File: src/rtl/lsu_mem_ctrl.sv
// lsu_mem_ctrl: load/store controller with alignment/range checks and one-cycle memory access
module lsu_mem_ctrl #(
  parameter int REG_WIDTH  = 64,
  parameter int ADDR_WIDTH = 10
) (
  input  logic                 clk,
  input  logic                 rst_n,
  input  logic                 flush,
  input  logic                 req_valid,
  output logic                 req_ready,
  input  logic                 req_we,
  input  logic                 req_sign,
  input  logic [1:0]           req_width,
  input  logic [REG_WIDTH-1:0] req_addr,
  input  logic [REG_WIDTH-1:0] req_wdata,
  input  logic [4:0]           req_rd,
  output logic                 resp_valid,
  input  logic                 resp_ready,
  output logic [REG_WIDTH-1:0] resp_rdata,
  output logic [4:0]           resp_rd,
  output logic                 resp_misal,
  output logic                 resp_range,
  output logic                 MemRead,
  output logic                 MemWrite,
  output logic                 MemSign,
  output logic [1:0]           MemWidth,
  output logic [REG_WIDTH-1:0] mem_addr,
  output logic [REG_WIDTH-1:0] mem_wdata,
  input  logic [REG_WIDTH-1:0] mem_rdata
);
  typedef enum logic [1:0] {IDLE, ACCESS, RESP} state_t;
  state_t state, state_nxt;
  logic we_q, sign_q, misal_q, range_q;
  logic [1:0] width_q;
  logic [4:0] rd_q;
  logic [REG_WIDTH-1:0] addr_q, wdata_q, rdata_q, size_m1;
  logic [ADDR_WIDTH:0] end_addr;
  logic misal, out_range, accept;
  // fault classification of the incoming request; the last byte must also stay in range
  always_comb begin
    size_m1   = (REG_WIDTH'(1) << req_width) - REG_WIDTH'(1);
    misal     = |(req_addr & size_m1);
    end_addr  = {1'b0, req_addr[ADDR_WIDTH-1:0]} + size_m1[ADDR_WIDTH:0];
    out_range = (|req_addr[REG_WIDTH-1:ADDR_WIDTH]) | end_addr[ADDR_WIDTH];
    accept    = (state == IDLE) & req_valid & ~flush;
  end
  // state register
  always_ff @(posedge clk)
    state <= !rst_n ? IDLE : state_nxt;
  // next state: flush aborts everything, faults skip the memory access
  always_comb
    state_nxt = flush ? IDLE :
                state == IDLE   ? (req_valid ? ((misal | out_range) ? RESP : ACCESS) : IDLE) :
                state == ACCESS ? RESP :
                (resp_ready ? IDLE : RESP);
  // handshake and memory strobes; strobes are suppressed by flush or reset in the access cycle
  always_comb begin
    req_ready  = (state == IDLE) & ~flush;
    resp_valid = state == RESP;
    MemRead    = (state == ACCESS) & ~we_q & ~flush & rst_n;
    MemWrite   = (state == ACCESS) & we_q & ~flush & rst_n;
  end
  // request latch and response capture
  always_ff @(posedge clk) begin
    if (!rst_n) begin
      we_q    <= 1'b0;
      sign_q  <= 1'b0;
      width_q <= '0;
      addr_q  <= '0;
      wdata_q <= '0;
      rd_q    <= '0;
      rdata_q <= '0;
      misal_q <= 1'b0;
      range_q <= 1'b0;
    end else if (accept) begin
      we_q    <= req_we;
      sign_q  <= req_sign;
      width_q <= req_width;
      addr_q  <= req_addr;
      wdata_q <= req_wdata;
      rd_q    <= req_rd;
      rdata_q <= '0;
      misal_q <= misal;
      range_q <= ~misal & out_range;
    end else if (state == ACCESS && !flush) begin
      rdata_q <= we_q ? '0 : mem_rdata;
    end
  end
  assign resp_rdata = rdata_q;
  assign resp_rd    = rd_q;
  assign resp_misal = misal_q;
  assign resp_range = range_q;
  assign MemSign    = sign_q;
  assign MemWidth   = width_q;
  assign mem_addr   = addr_q;
  assign mem_wdata  = wdata_q;
endmodule

File: config.mk
export PLATFORM = sky130hd
export DESIGN_NAME = lsu_mem_ctrl
export DESIGN_NICKNAME = d
export VERILOG_FILES = /design/src/rtl/lsu_mem_ctrl.sv
export SDC_FILE = /design/constraint.sdc
export NUM_CORES = 1
export LEC_CHECK = 0
export ABC_CLOCK_PERIOD_IN_PS = 2900
export CAP_MARGIN = 40
export CELL_PAD_IN_SITES_DETAIL_PLACEMENT = 1
export CELL_PAD_IN_SITES_GLOBAL_PLACEMENT = 1
export CORE_MARGIN = 1
export CORE_UTILIZATION = 28
export DETAILED_ROUTE_END_ITERATION = 7
export HOLD_SLACK_MARGIN = 0.06
export PLACE_DENSITY_LB_ADDON = 0.12
export SYNTH_ARGS = -nofsm -noshare
export SYNTH_HDL_FRONTEND = slang
export SYNTH_SLANG_ARGS = --single-unit
File: constraint.sdc
create_clock -name clk -period 2.9 [get_ports clk]
set_input_delay 0.725 -clock clk [delete_from_list [all_inputs] [get_ports clk]]
set_output_delay 0.725 -clock clk [all_outputs]
set_load 0.05 [all_outputs]
==> impl.org <==
** Clock tree
- Maximum level of the CTS H-tree :: 1
- TritonCTS built the clock tree.
- Clock tree synthesis selected as its root buffer the cell sky130_fd_sc_hd__clkbuf_16.
- Clock-pin slew was measured on the worst setup and hold paths at about 0.060 ns.
- Sinks on Clock Net :: 205
- In this run, CTS created clock tree buffers numbering 25.
- Maximum count of clock buffers along a single path :: 3
- Buffers inserted to repair hold after CTS numbered 0.
- Insertion delay to the later sink of the worst-skew pair :: ~0.51 ns

** Setup path
- Cell with the largest stage delay on the worst path :: sky130_fd_sc_hd__or3b_4
- Together, buffers and inverters on the worst path number 2.
- Critical path class :: in -> out
- The largest single stage delay on the critical path is 0.43 ns.
- Required time worst endpoint :: 2.17 ns
- Maximum fanout along the worst path :: 3
- At the worst endpoint, the arrival time is a little over 2 ns.
- Worst flop-to-flop path endpoint :: resp_rdata[22]$_SDFFE_PP0P_
- The critical path starts at flush.
- Total stage count of the critical path :: 4
- Delay-heaviest family, CP :: simple AND/OR/NAND/NOR gates
- Reg2reg start :: state[0]$_SDFF_PP0_
- Reg2Reg Setup Slack :: roughly 1.2 ns
- Traced cell by cell, the critical path runs through clkdlybuf4s50_1 -> or3b_4 -> nor3_1 -> buf_12.
- The worst setup path is launched from a primary input.
- STA classifies the critical path endpoint as an output port.
- The critical path ends at MemRead.
- Worst reg2reg path depth :: 5

** Global routing
- Maximum number of pins on one net before global-route repair :: 140
- The via count of the first global-routing pass came to between 8000 and 9000.
- Wire length of the first global-routing pass :: about 46 mm
- Antenna violations before repair :: 1
- Global routing finished with a remaining overflow of 0.
- Across every metal layer, demand over resource in global routing totals 0.204.

** Power and ir drop
- In this run the static leakage power is 4.75 nW.
- Cell Pwr Density :: 548 mW/mm^2
- Worst IR Drop VDD :: approximately 0.36 mV
- The design draws approximately 7.4 mW.

** Floorplan
- The region available for standard cell placement spans 0.0279 mm^2.
- The die is 171 um wide.
- Initial Utilization :: 0.285
- DIE AREA :: 0.0291 mm^2
- FP Rows :: 61
- 412 I/O pins were placed.
- Measured along the y axis, the die boundary spans 171 um.

** STA
- RSZ-0062 raised after global routing :: false
- Final critical-path share of the clock period :: 0.965
- For the pin with the worst max-slew slack, the measured transition is roughly 0.76 ns.
- Max-slew violation total from the final report :: 0
- Worst clock skew :: 0.00873 ns
- Final setup violation count :: 0
- Based on the critical path, the design can be clocked at up to 357 MHz.
- Max-slew headroom :: 0.496
- Hold Vio Cnt, Final :: 0
- The clock period could shrink to 2.80 ns.

** Detailed routing
- The final route contains a little over 8000 vias.
- Number of nets with antenna violations after detailed routing :: 0
- Count of unresolved DRC violations after routing :: 0
- The first routing iteration left 310 violations.
- Via-per-instance ratio :: 4.65
- After detailed routing, the average wire length per cell comes to 17.7 um.
- For this block, the routed nets add up to 31.0 mm of wire.
- Before antenna repair, the detailed router went through 4 iterations.

** Cells and area
- For this run, the share of the core covered by cells in the final layout is 0.481.
- In the final layout, flip-flops and latches occupy 0.00411 mm^2.
- The top cell types in the final layout, fill and taps aside, are sky130_fd_sc_hd__clkdlybuf4s50_1 (406), sky130_fd_sc_hd__nand2_1 (277), sky130_fd_sc_hd__dfxtp_1 (204), sky130_fd_sc_hd__a21oi_1 (204), sky130_fd_sc_hd__nor2_1 (69).
- Of the cells placed in the final design, the portion with a size suffix greater than 1 is 0.0831.
- Commonest non-fill, non-tap cell in the layout :: sky130_fd_sc_hd__clkdlybuf4s50_1
- The final layout contains 1569 nets.
- Filler cell count in the final layout :: about 3200
- Multi-input gate area :: 0.00353 mm^2
- Layout overhead on the synthesized area :: 68.6%

** Synthesis
- Top flip-flop cell by instance count after synthesis :: sky130_fd_sc_hd__dfxtp_1
- Syn avg cell area :: 8.23 um^2
- The synthesized design contains 205 register bits.
- The share of synthesized area in the top cell type comes to 0.516.
- During synthesis, Yosys emitted a total of 0 warnings.
- Part of the Yosys area used for sequential elements :: 0.516
- In this run, synthesis inferred 0 flip-flops with an integrated enable.
- After synthesis, the share of flip-flops with an asynchronous set or reset is 0.
- Sorting the synthesized cells by area gives the leading types as sky130_fd_sc_hd__dfxtp_1 (52%), sky130_fd_sc_hd__nand2_1 (13%), sky130_fd_sc_hd__a21oi_1 (13%).
- Synth area leader :: sky130_fd_sc_hd__dfxtp_1
- Count of distinct cell types in the synthesized netlist :: between 40 and 50
- Number of instances in the synthesized netlist :: between 900 and 1000
- The synthesized netlist occupies a cell area of 0.00795 mm^2.

** Run
- # Max-Cap Violations :: 0

** Outcome
- Result of the run :: finished, final reports clean

** Placed design
- Port Buf Inserts :: 411
- Summed over all nets, the half-perimeter wirelength after detailed placement is 22.1 mm.
- The congestion estimate from routability-driven global placement came to 0.753.

** Min path
- The path class of the tightest hold or removal check is reg -> reg.
power by group:
| group | switching, mW | internal [mW] | leakage [nW] |
|---|---|---|---|
| combinational | 0.662 | 0.515 | 2.66 |
| sequential | 0.0460 | 2.91 | 1.67 |
| clock | 1.22 | 2.01 | 0.419 |
| total | 1.92 | 5.43 | 4.75 |
registers in the layout, summed over array words and instances (netlist names):
| name | count |
|---|---|
| MemSign | 1 |
| MemWidth | 2 |
| mem_addr | 64 |
| mem_wdata | 64 |
| resp_misal | 1 |
| resp_range | 1 |
| resp_rd | 5 |
| resp_rdata | 64 |
| state | 2 |
| we_q | 1 |
timing repair:
action                                  in CTS  in global routing
endpoints found under the setup margin       0                  4
resized for setup                            0                  6
setup buffers                                0                  2
cell type report:
| cell class | instances | area share |
|---|---|---|
| Antenna cell | 1 | 0.000187 |
| Clock buffer | 41 | 0.0586 |
| Clock inverter | 3 | 0.00485 |
| Inverter | 6 | 0.00187 |
| Multi-Input combinational cell | 682 | 0.263 |
| Sequential cell | 205 | 0.306 |
| Tap cell | 378 | 0.0353 |
| Timing Repair Buffer | 435 | 0.330 |
cell usage after synthesis, types with 2 or more instances:
master and n:
sky130_fd_sc_hd__dfxtp_1 205, sky130_fd_sc_hd__buf_2 18, sky130_fd_sc_hd__o211ai_1 2, sky130_fd_sc_hd__nor3_1 5, sky130_fd_sc_hd__a21o_1 2, sky130_fd_sc_hd__buf_6 5
sky130_fd_sc_hd__o21ai_0 2, sky130_fd_sc_hd__nor4_1 12, sky130_fd_sc_hd__nor2_1 69, sky130_fd_sc_hd__a21oi_1 204, sky130_fd_sc_hd__inv_1 5, sky130_fd_sc_hd__and4_1 3
sky130_fd_sc_hd__nand3_1 3, sky130_fd_sc_hd__nand4_1 2, sky130_fd_sc_hd__nand2_1 279, sky130_fd_sc_hd__and2_1 2, sky130_fd_sc_hd__clkbuf_1 46, sky130_fd_sc_hd__nor3b_1 30
sky130_fd_sc_hd__a31oi_1 2, sky130_fd_sc_hd__buf_1 5, sky130_fd_sc_hd__nor3b_2 34, sky130_fd_sc_hd__ha_1 8
metal layers:
metal	vias to the layer above	track usage	part of all wire
li1	3992	-	-
met1	3820	0.224	0.39
met2	291	0.357	0.48
met3	47	0.0833	0.10
met4	0	0.0591	0.029
met5	-	0	0
worst register-to-register path: cells and delay by family (launching register included):
family	cells	cell delay, ns
and+or+nand+nor	3	0.93
DFF	1	0.40
buffers and inverters	1	0.28
AOI/OAI and AO/OA	1	0.08
cell families after synthesis:
family	Yosys count	synth area share
AO/OA/AOI/OAI	220	0.145
adder cells (fa/ha/maj)	8	0.0126
buffers and inverters	80	0.0453
flip-flops	205	0.516
other	1	0.000472
AND/OR/NAND/NOR	452	0.281
worst min path at each step:
| stage | from | end | slack [ns] | cells past startpoint |
|---|---|---|---|---|
| 5_1_grt | mem_wdata[54]$_SDFFE_PN0P_ | mem_wdata[54]$_SDFFE_PN0P_ | 0.47 | 2 |
| 6_report | mem_addr[16]$_SDFFE_PN0P_ | mem_addr[16]$_SDFFE_PN0P_ | 0.45 | 2 |
| 3_5_place_dp | mem_addr[16]$_SDFFE_PN0P_ | mem_addr[16]$_SDFFE_PN0P_ | 0.45 | 2 |
| 3_3_place_gp | mem_addr[45]$_SDFFE_PN0P_ | mem_addr[45]$_SDFFE_PN0P_ | 0.44 | 2 |
| 2_1_floorplan | state[0]$_SDFF_PP0_ | state[1]$_SDFF_PP0_ | 0.57 | 2 |
| 4_1_cts | mem_addr[63]$_SDFFE_PN0P_ | mem_addr[63]$_SDFFE_PN0P_ | 0.45 | 2 |
per-stage QoR:
stage / hold slack [ns] / setup TNS (ns) / cell area [um^2] / std cells / setup WS [ns]
finish: 0.452 / 0 / 13400 / 1751 / 0.102
global route: 0.470 / 0 / 13400 / 1751 / 0.0119
CTS: 0.454 / 0 / 13400 / 1748 / 0.0914
detailed placement: 0.446 / -1.61 / 12500 / 1704 / -0.453
global placement: 0.440 / -1.34 / 12500 / 1703 / -0.368
floorplan: 0.566 / -0.846 / 7960 / 967 / -0.423
(Power assumes the default switching activity.)
